## config.mk

```make
export PLATFORM = sky130hd
export DESIGN_NAME = disparity_select
export DESIGN_NICKNAME = d
export VERILOG_FILES = /design/src/rtl/disp_pkg.sv /design/src/rtl/cand_cost.sv /design/src/rtl/disparity_select.sv
export SDC_FILE = /design/constraint.sdc
export NUM_CORES = 1
export LEC_CHECK = 0
export ABC_CLOCK_PERIOD_IN_PS = 16600
export BUFFER_PORTS_ARGS = -buffer_cell sky130_fd_sc_hd__clkbuf_2
export CAP_MARGIN = 25
export CORE_AREA = 2 2 713 715
export CTS_BUF_LIST = sky130_fd_sc_hd__clkbuf_16
export CTS_CLUSTER_SIZE = 10
export DETAILED_ROUTE_END_ITERATION = 8
export DIE_AREA = 0 0 715 717
export GPL_TIMING_DRIVEN = 0
export PLACE_DENSITY = 0.3
export RECOVER_POWER = 100
export SYNTH_ARGS = -nofsm -noshare
export SYNTH_HDL_FRONTEND = slang
export SYNTH_SLANG_ARGS = --single-unit
```

## constraint.sdc

```tcl
create_clock -name clk -period 16.6 [get_ports clk]
set_input_delay 1.66 -clock clk [delete_from_list [all_inputs] [get_ports clk]]
set_output_delay 1.66 -clock clk [all_outputs]
set_load 0.005 [all_outputs]
```

## src/rtl/disp_pkg.sv

```systemverilog
// Shared sizing constants and FSM state encoding for the disparity selector.
package disp_pkg;

  localparam int NCAND  = 16;
  localparam int NLANE  = 4;
  localparam int LANE_W = 14;
  localparam int COST_W = 16;
  localparam int WORD_W = NLANE * LANE_W;
  localparam int IDX_W  = $clog2(NCAND);

  typedef enum logic [1:0] {
    IDLE = 2'd0,
    SCAN = 2'd1,
    DONE = 2'd2
  } state_e;

endpackage

```

## src/rtl/cand_cost.sv

```systemverilog
// Combinational cost of one candidate: sum of per-lane absolute differences.
module cand_cost
  import disp_pkg::*;
(
  input  logic [WORD_W-1:0] wg_i,
  input  logic [WORD_W-1:0] wfg_i,
  output logic [COST_W-1:0] cost_o
);

  // Lanes are unsigned; one extra sign bit makes the difference exact.
  function automatic logic [LANE_W-1:0] abs_lane(input logic [LANE_W-1:0] a,
                                                 input logic [LANE_W-1:0] b);
    logic signed [LANE_W:0] d;
    d = $signed({1'b0, a}) - $signed({1'b0, b});
    abs_lane = d[LANE_W] ? LANE_W'(-d) : LANE_W'(d);
  endfunction

  logic [COST_W-1:0] acc;

  always_comb begin
    acc = '0;
    for (int k = 0; k < NLANE; k++) begin
      acc = acc + COST_W'(abs_lane(wg_i[k*LANE_W +: LANE_W],
                                   wfg_i[k*LANE_W +: LANE_W]));
    end
  end

  assign cost_o = acc;

endmodule

```

## src/rtl/disparity_select.sv

```systemverilog
// Scans NCAND candidates one per cycle and reports the lowest-cost index
// (lowest index wins ties) with a single-cycle done pulse.
module disparity_select
  import disp_pkg::*;
(
  input  logic              clk,
  input  logic              rst,
  input  logic              start,
  input  logic [WORD_W-1:0] wg0,
  input  logic [WORD_W-1:0] wg1,
  input  logic [WORD_W-1:0] wg2,
  input  logic [WORD_W-1:0] wg3,
  input  logic [WORD_W-1:0] wg4,
  input  logic [WORD_W-1:0] wg5,
  input  logic [WORD_W-1:0] wg6,
  input  logic [WORD_W-1:0] wg7,
  input  logic [WORD_W-1:0] wg8,
  input  logic [WORD_W-1:0] wg9,
  input  logic [WORD_W-1:0] wg10,
  input  logic [WORD_W-1:0] wg11,
  input  logic [WORD_W-1:0] wg12,
  input  logic [WORD_W-1:0] wg13,
  input  logic [WORD_W-1:0] wg14,
  input  logic [WORD_W-1:0] wg15,
  input  logic [WORD_W-1:0] wfg0,
  input  logic [WORD_W-1:0] wfg1,
  input  logic [WORD_W-1:0] wfg2,
  input  logic [WORD_W-1:0] wfg3,
  input  logic [WORD_W-1:0] wfg4,
  input  logic [WORD_W-1:0] wfg5,
  input  logic [WORD_W-1:0] wfg6,
  input  logic [WORD_W-1:0] wfg7,
  input  logic [WORD_W-1:0] wfg8,
  input  logic [WORD_W-1:0] wfg9,
  input  logic [WORD_W-1:0] wfg10,
  input  logic [WORD_W-1:0] wfg11,
  input  logic [WORD_W-1:0] wfg12,
  input  logic [WORD_W-1:0] wfg13,
  input  logic [WORD_W-1:0] wfg14,
  input  logic [WORD_W-1:0] wfg15,
  output logic              busy,
  output logic              done,
  output logic [IDX_W-1:0]  best_idx,
  output logic [COST_W-1:0] best_cost
);

  logic [WORD_W-1:0] wg_arr  [NCAND];
  logic [WORD_W-1:0] wfg_arr [NCAND];

  assign wg_arr[0]  = wg0;   assign wfg_arr[0]  = wfg0;
  assign wg_arr[1]  = wg1;   assign wfg_arr[1]  = wfg1;
  assign wg_arr[2]  = wg2;   assign wfg_arr[2]  = wfg2;
  assign wg_arr[3]  = wg3;   assign wfg_arr[3]  = wfg3;
  assign wg_arr[4]  = wg4;   assign wfg_arr[4]  = wfg4;
  assign wg_arr[5]  = wg5;   assign wfg_arr[5]  = wfg5;
  assign wg_arr[6]  = wg6;   assign wfg_arr[6]  = wfg6;
  assign wg_arr[7]  = wg7;   assign wfg_arr[7]  = wfg7;
  assign wg_arr[8]  = wg8;   assign wfg_arr[8]  = wfg8;
  assign wg_arr[9]  = wg9;   assign wfg_arr[9]  = wfg9;
  assign wg_arr[10] = wg10;  assign wfg_arr[10] = wfg10;
  assign wg_arr[11] = wg11;  assign wfg_arr[11] = wfg11;
  assign wg_arr[12] = wg12;  assign wfg_arr[12] = wfg12;
  assign wg_arr[13] = wg13;  assign wfg_arr[13] = wfg13;
  assign wg_arr[14] = wg14;  assign wfg_arr[14] = wfg14;
  assign wg_arr[15] = wg15;  assign wfg_arr[15] = wfg15;

  state_e            state_q, state_d;
  logic [IDX_W-1:0]  cnt_q, cnt_d;
  logic [COST_W-1:0] min_cost_q, min_cost_d;
  logic [IDX_W-1:0]  min_idx_q, min_idx_d;
  logic [IDX_W-1:0]  best_idx_q, best_idx_d;
  logic [COST_W-1:0] best_cost_q, best_cost_d;
  logic              done_q, done_d;

  logic [WORD_W-1:0] wg_sel, wfg_sel;
  logic [COST_W-1:0] cost;
  logic              take;
  logic [COST_W-1:0] sel_cost;
  logic [IDX_W-1:0]  sel_idx;

  // Inputs are read live; upstream keeps them stable while busy.
  assign wg_sel  = wg_arr[cnt_q];
  assign wfg_sel = wfg_arr[cnt_q];

  cand_cost u_cand_cost (
    .wg_i   (wg_sel),
    .wfg_i  (wfg_sel),
    .cost_o (cost)
  );

  // Candidate 0 seeds the minimum; strict compare keeps the lowest index on ties.
  assign take     = (cnt_q == '0) || (cost < min_cost_q);
  assign sel_cost = take ? cost  : min_cost_q;
  assign sel_idx  = take ? cnt_q : min_idx_q;

  always_comb begin
    state_d     = state_q;
    cnt_d       = cnt_q;
    min_cost_d  = min_cost_q;
    min_idx_d   = min_idx_q;
    best_idx_d  = best_idx_q;
    best_cost_d = best_cost_q;
    done_d      = 1'b0;
    unique case (state_q)
      IDLE: begin
        if (start) begin
          state_d = SCAN;
          cnt_d   = '0;
        end
      end
      SCAN: begin
        min_cost_d = sel_cost;
        min_idx_d  = sel_idx;
        if (cnt_q == IDX_W'(NCAND - 1)) begin
          state_d     = DONE;
          best_idx_d  = sel_idx;
          best_cost_d = sel_cost;
          done_d      = 1'b1;
        end else begin
          cnt_d = cnt_q + IDX_W'(1);
        end
      end
      DONE: begin
        state_d = IDLE;
      end
      default: begin
        state_d = IDLE;
      end
    endcase
  end

  always_ff @(posedge clk or posedge rst) begin
    if (rst) begin
      state_q     <= IDLE;
      cnt_q       <= '0;
      min_cost_q  <= '0;
      min_idx_q   <= '0;
      best_idx_q  <= '0;
      best_cost_q <= '0;
      done_q      <= 1'b0;
    end else begin
      state_q     <= state_d;
      cnt_q       <= cnt_d;
      min_cost_q  <= min_cost_d;
      min_idx_q   <= min_idx_d;
      best_idx_q  <= best_idx_d;
      best_cost_q <= best_cost_d;
      done_q      <= done_d;
    end
  end

  assign busy      = (state_q != IDLE);
  assign done      = done_q;
  assign best_idx  = best_idx_q;
  assign best_cost = best_cost_q;

endmodule

```

# Word level (Yosys, flattened, before mapping)
# Cells that the tools add are included.
classes:
  magnitude_cmp: 2
  eq_ne: 5
  addsub: 12
  n_bitwise: 1
  reduce_logical: 8
  muxes: 20
ops:
  columns: ["op", "count"]
  rows:
  - ["$bmux 56 s4", 2]
  - ["$mux 56", 4]
  - ["$sub 14x14->15", 4]
  - ["$mux 14", 4]
  - ["$neg 14->14", 4]
  - ["$add 16x14->16", 2]
  - ["$lt 16x16->1", 1]
  - ["$mux 16", 1]
  - ["$add 14x14->15", 1]
  - ["$mux 4", 3]
  - ["$pmux 4 s2", 1]
  - ["$ne 2x2->1 const B", 3]
  - ["$ge 5x5->1 const B", 1]
  - ["$not 4->5", 1]
  - ["$add 4x1->4 const B", 1]
  - ["$eq 4x4->1 const B", 1]
  - ["$logic_not 4->1", 1]
  - ["$mux 2", 2]
  - ["$pmux 2 s2", 1]
  - ["$reduce_and 2->1", 2]
  - ["$reduce_bool 2->1", 2]
  - ["$reduce_and 3->1", 1]
  - ["$eq 2x1->1 const B", 1]
  - ["$logic_not 2->1", 1]
  - ["2 further kinds", 3]
totals:
  regBits: 47
  input_bits: 1795
  out_inout_bits: 22

# Depth between registers and ports, before layout
logic_depth:
  word_depth: 13
  ltp_mapped: 43

# Modules after synthesis
# Synthesis repeated with hierarchy kept, for this count alone.
hier_totals:
  cells_unflattened: 1704
  area_unflattened_um2: 21051.4
modules_own_cells:
  columns: ["mod", "seq_area_each_um2", "instances", "cells_each", "area_per_inst_um2"]
  rows:
  - ["disparity_select", 1176.1, 1, 1030, 16163.0]
  - ["cand_cost", 0.0, 1, 674, 4888.4]

# Worst setup path before layout
# No wires, ideal clock.
synth_timing:
  path_type: "input -> register"
  from: "input port wfg15[14]"
  to: "register min_cost_q[10]"
  path_slack_ns: 6.593
  cell_stages: 39
  path_buffers: 3
  setup_ns: 0.125
  t_arrival_ns: 9.883
  cell_sequence: "mux4_2 mux4_2 ha_1 fa_1 nand2b_2 a21oi_4 a21o_2 a211oi_1 or3_1 o21ai_0 buf_2 nor2_1 xnor2_1 ha_1 nor2b_1 o21ai_0 a21oi_1 o21ai_0 [... 3 more ...] xor2_1 fa_1 ha_1 nand2_1 nand2b_1 a21oi_1 nand2_1 a211oi_1 ha_1 a21o_1 a211oi_1 nand4_1 a41oi_1 or3_1 buf_2 nand2_1 buf_2 mux2_2"
synth_between:
  elab_chain_len: 12
synth_lines:
  columns: ["element", "line_no", "rtl"]
  rows:
  - ["start, declared", "disparity_select.sv:40", "input logic [WORD_W-1:0] wfg15,"]
  - ["$bmux 56 s4 (*)", "disparity_select.sv:83", "assign wfg_sel = wfg_arr[cnt_q];"]
  - ["$mux 56 (not written as such) (*) (2 in series)", "disparity_select.sv:83", null]
  - ["$sub 14x14->15 (*)", "cand_cost.sv:14", "d = $signed({1'b0, a}) - $signed({1'b0, b});"]
  - ["$neg 14->14", "cand_cost.sv:15", "abs_lane = d[LANE_W] ? LANE_W'(-d) : LANE_W'(d);"]
  - ["$mux 14 (*)", "cand_cost.sv:15", null]
  - ["$add 14x14->15 (*)", "cand_cost.sv:23", "acc = acc + COST_W'(abs_lane(wg_i[k*LANE_W +: LANE_W],"]
  - ["$add 16x14->16 (*) (2 in series)", "cand_cost.sv:23", null]
  - ["$lt 16x16->1", "disparity_select.sv:92", "assign take = (cnt_q == '0) || (cost < min_cost_q);"]
  - ["$logic_or 1x1->1", "disparity_select.sv:92", null]
  - ["$mux 16 (*)", "disparity_select.sv:93", "assign sel_cost = take ? cost : min_cost_q;"]
  - ["end signal, assigned", "disparity_select.sv:144", "min_cost_q <= min_cost_d;"]
  - ["end, declared", "disparity_select.sv:69", "logic [COST_W-1:0] min_cost_q, min_cost_d;"]
# Every way passes the cells marked *; elsewhere a longest branch is shown, timed or not. The select of a mux whose other input is x is not followed.
# A chain may end at the register's enable or synchronous reset.

# Worst setup path in the final report
layout_timing:
  from: "register cnt_q[3]"
  to: "register min_cost_q[14]"
layout_between:
  elab_chain_len: 13
  word_cells_on_any_way: 26
  cone_classes: "11 x add/sub; 1 x order compare; 11 x mux; 1 x bitwise; 2 x reduce/logical"
layout_lines:
  columns: ["element", "line_no", "rtl"]
  rows:
  - ["start, declared", "disparity_select.sv:68", "logic [IDX_W-1:0] cnt_q, cnt_d;"]
  - ["start signal, assigned", "disparity_select.sv:143", "cnt_q <= cnt_d;"]
  - ["$not 4->5 (not written as such)", "disparity_select.sv:82, disparity_select.sv:83", null]
  - ["$bmux 56 s4 (on tied branches)", "disparity_select.sv:82, disparity_select.sv:83", null]
  - ["$mux 56 (on tied branches) (2 in series)", "disparity_select.sv:82, disparity_select.sv:83", null]
  - ["$sub 14x14->15", "cand_cost.sv:14", null]
  - ["$neg 14->14", "cand_cost.sv:15", null]
  - ["$mux 14", "cand_cost.sv:15", null]
  - ["$add 14x14->15", "cand_cost.sv:23", null]
  - ["$add 16x14->16 (2 in series)", "cand_cost.sv:23", null]
  - ["$lt 16x16->1", "disparity_select.sv:92", null]
  - ["$logic_or 1x1->1", "disparity_select.sv:92", null]
  - ["$mux 16 (*)", "disparity_select.sv:93", null]
# Marks and branches as above.

==> metrics.md <==
| Metric | Value |
|---|---|
| Status | `finished with violations` |
| Failing checks | `max-capacitance violations, max-slew violations` |
| Worst-margin pin slew | `2180 ps` |
| Gr usage total | `14.7%` |
| Slew HR | `-45.2%` |
| Cells after synthesis | `1657` |
| Post-DP HPWL | `373000 um` |
| Final period util | `87.1%` |
| H-tree depth | `2` |
| WP data required | `16780 ps` |
| CTS tree | `built` |
| Max Fclk | `69.1 MHz` |
| FF+latch count, synth | `47` |
| Non-Filler Instances | `10400` |
| Max clock buf depth | `2` |
| Drt total wl | `396000 um` |
| Postcts setup bufs | `0` |
| Crit path max-delay cell type | `clkbuf_1` |
| Hold Crit Class | `reg -> reg` |
| Post-synth ARST share | `100%` |
| Worst-skew pair later-pin latency | `300 ps` |
| Design Area, Final | `0.0403 mm^2` |
| Chip width | `715 um` |
| Final Hold Fails | `0` |
| Root buf cell | `clkbuf_16` |
| RR Startpoint | `cnt_q[3]` |
| Nets | `5478` |
| DRT Pass-1 Iters | `5` |
| Initial core utilization | `4.14%` |
| Worst Setup End Kind | `flop` |
| TNS Setup | `0 ps` |
| Layout Skew | `6.78 ps` |
| Mean Syn Cell Area | `12.6 um^2` |
| Seq. cell area | `0.00118 mm^2` |
| First-pass GRT wire length | `452000 um` |
| CP arrival | `14650 ps` |
| Place WS | `2120 ps` |
| Most frequent cells in the layout | `clkbuf_2 (1834), mux4_2 (560), inv_1 (123)` |
| Post-synthesis sequential area ratio | `5.64%` |
| Post-synth EDFFs | `0` |
| Post-cts resize count | `0` |
| Vias in the first global route | `27600` |
| Core area | `0.505 mm^2` |
| Port bufs | `1816` |
| DR WL/cell | `38.1 um` |
| Post-layout minimum cycle time | `14460 ps` |
| Vias | `28800` |
| Flop-to-flop setup slack | `2140 ps` |
| Hold Path Stages | `2` |
| Most used cell, CP | `ha_1` |
| Syn Std Cell Area | `0.0209 mm^2` |
| Cell Rows | `261` |
| Worst setup margin | `2140 ps` |
| Initial antenna violation count | `467` |
| Worst path max stage delay | `1370 ps` |
| Antenna violation net count after detailed routing | `0` |
| Die Y | `717 um` |
| Layout cells sized above 1 | `72.2%` |
| Worst R2R Path Depth | `40` |
| CP Class | `reg -> reg` |
| Grt total ovfl | `0` |
| Warnings, synthesis | `0` |
| Main synth FF type | `dfrtp_1` |
| I/O Pins | `1817` |
| Hold EP | `best_cost[8]` |
| Area grow syn2layout | `93.0%` |
| Starting DRC count in detailed routing | `2529` |
| Vias per cell | `2.77` |
| DRC viols | `0` |
| RSZ-0062 raised after global routing | `no` |
| Placed cells | `10300` |
| R2R Path End | `min_cost_q[14]` |
| Clock Pin Slew Worst Setup and Hold Paths | `70 ps` |
| Full die area | `0.513 mm^2` |
| Post-synth net total | `3577` |
| Max cap viols | `3` |
| Commonest non-fill, non-tap cell in the layout | `clkbuf_2` |
| CTS Sinks | `47` |
| Worst-path fanout max | `13` |
| Fin. max-slew vios | `63` |
| Distinct cell type count after synthesis | `78` |
| Largest net degree at the start of global routing | `37` |
| Final setup viols | `0` |
| Filler instances | `59200` |
| Area of the multi-input gates | `0.0187 mm^2` |
| Placement Cell Area | `0.0399 mm^2` |
| Startpoint type of the worst setup path | `flop` |
| CTS Hold Bufs | `0` |
| Hold path start | `best_cost[8]` |
| Total CTS buffers | `5` |
| GPL Wtd Cong | `0.949` |
-- final cells by class --
type                            count  area share (%)
Multi-Input combinational cell   1343            46.3
Antenna cell                      126           0.783
Inverter                          123            1.15
Tap cell                         6706            20.8
Clock inverter                      3          0.0404
Buffer                            144            1.65
Clock buffer                        5           0.311
Sequential cell                    47            2.92
Timing Repair Buffer             1894            26.0
-- worst max-delay path: cells and delay by family, from the launching register on --
family / cells / cell delay (ps)
AOI/OAI and AO/OA: 15 / 4650
xor gates and xnor gates: 2 / 1090
muxes: 2 / 840
adders and majority gates: 6 / 2340
DFF: 1 / 320
and+or+nand+nor: 8 / 960
buffers and inverters: 7 / 3960
-- state kept, by name (all words and copies together) (netlist names) --
name        count
best_idx        4
min_idx_q       4
best_cost      16
state_q         2
cnt_q           4
done            1
min_cost_q     16
-- Yosys cell counts, drive strengths merged (9+ instances only) --
cell | number | area (um^2)
a21o | 21 | 159
clkbuf | 96 | 360
mux2i | 15 | 150
a21oi | 72 | 375
nor3 | 19 | 100
ha | 105 | 1310
o21a | 13 | 97.6
xnor2 | 73 | 639
a31oi | 18 | 119
or3 | 10 | 62.6
nor2 | 71 | 269
mux4 | 560 | 12600
nand3 | 22 | 110
nor2b | 18 | 113
fa | 20 | 400
mux2 | 19 | 214
dfrtp | 47 | 1180
inv | 122 | 458
nand2b | 16 | 103
and2 | 9 | 58.8
buf | 48 | 205
and3 | 9 | 56.3
o21ai | 53 | 265
nand2 | 59 | 221
a211oi | 10 | 80.1
o31ai | 9 | 72.6
xor2 | 37 | 324
-- worst max path at each step --
stage | end | start | depth (start not counted) | slack (ps)
2_1_floorplan | min_cost_q[10] | wfg15[14] | 39 | 6590
3_3_place_gp | best_cost[4] | cnt_q[1] | 40 | -1870
3_5_place_dp | best_cost[4] | cnt_q[0] | 41 | 2120
4_1_cts | best_cost[4] | cnt_q[0] | 41 | 2060
5_1_grt | min_cost_q[1] | cnt_q[3] | 41 | 910
6_report | min_cost_q[14] | cnt_q[3] | 40 | 2140
-- kinds of logic (layout without fill, tap and decap cells) --
family / count (synthesis) / count (layout) / share of synthesized area, %
XOR/XNOR: 111 / 111 / 4.72
AND/OR/NAND/NOR: 263 / 263 / 6.42
buffers and inverters: 267 / 2169 / 4.92
multiplexers: 594 / 594 / 62.2
flip-flops: 47 / 47 / 5.64
adder cells (fa/ha/maj): 125 / 125 / 8.21
AO/OA/AOI/OAI: 250 / 250 / 7.91
other: 0 / 126 / 0
-- metrics by stage --
step	hold WS, ps	utilization, %
after global placement	466	7.60
after CTS	488	7.93
after detailed placement	472	7.90
final	485	7.98
after floorplan	456	-
after global routing	514	7.94
-- metal layers --
| metal | wire length, um | track usage [%] |
|---|---|---|
| met3 | 40100 | 6.33 |
| met1 | 172000 | 19.1 |
| met5 | 1420 | 0.149 |
| met2 | 173000 | 23.0 |
| met4 | 8600 | 2.16 |
Power is not shown: default switching activity piles up to over one toggle a cycle in this logic, so the estimate is an artifact.
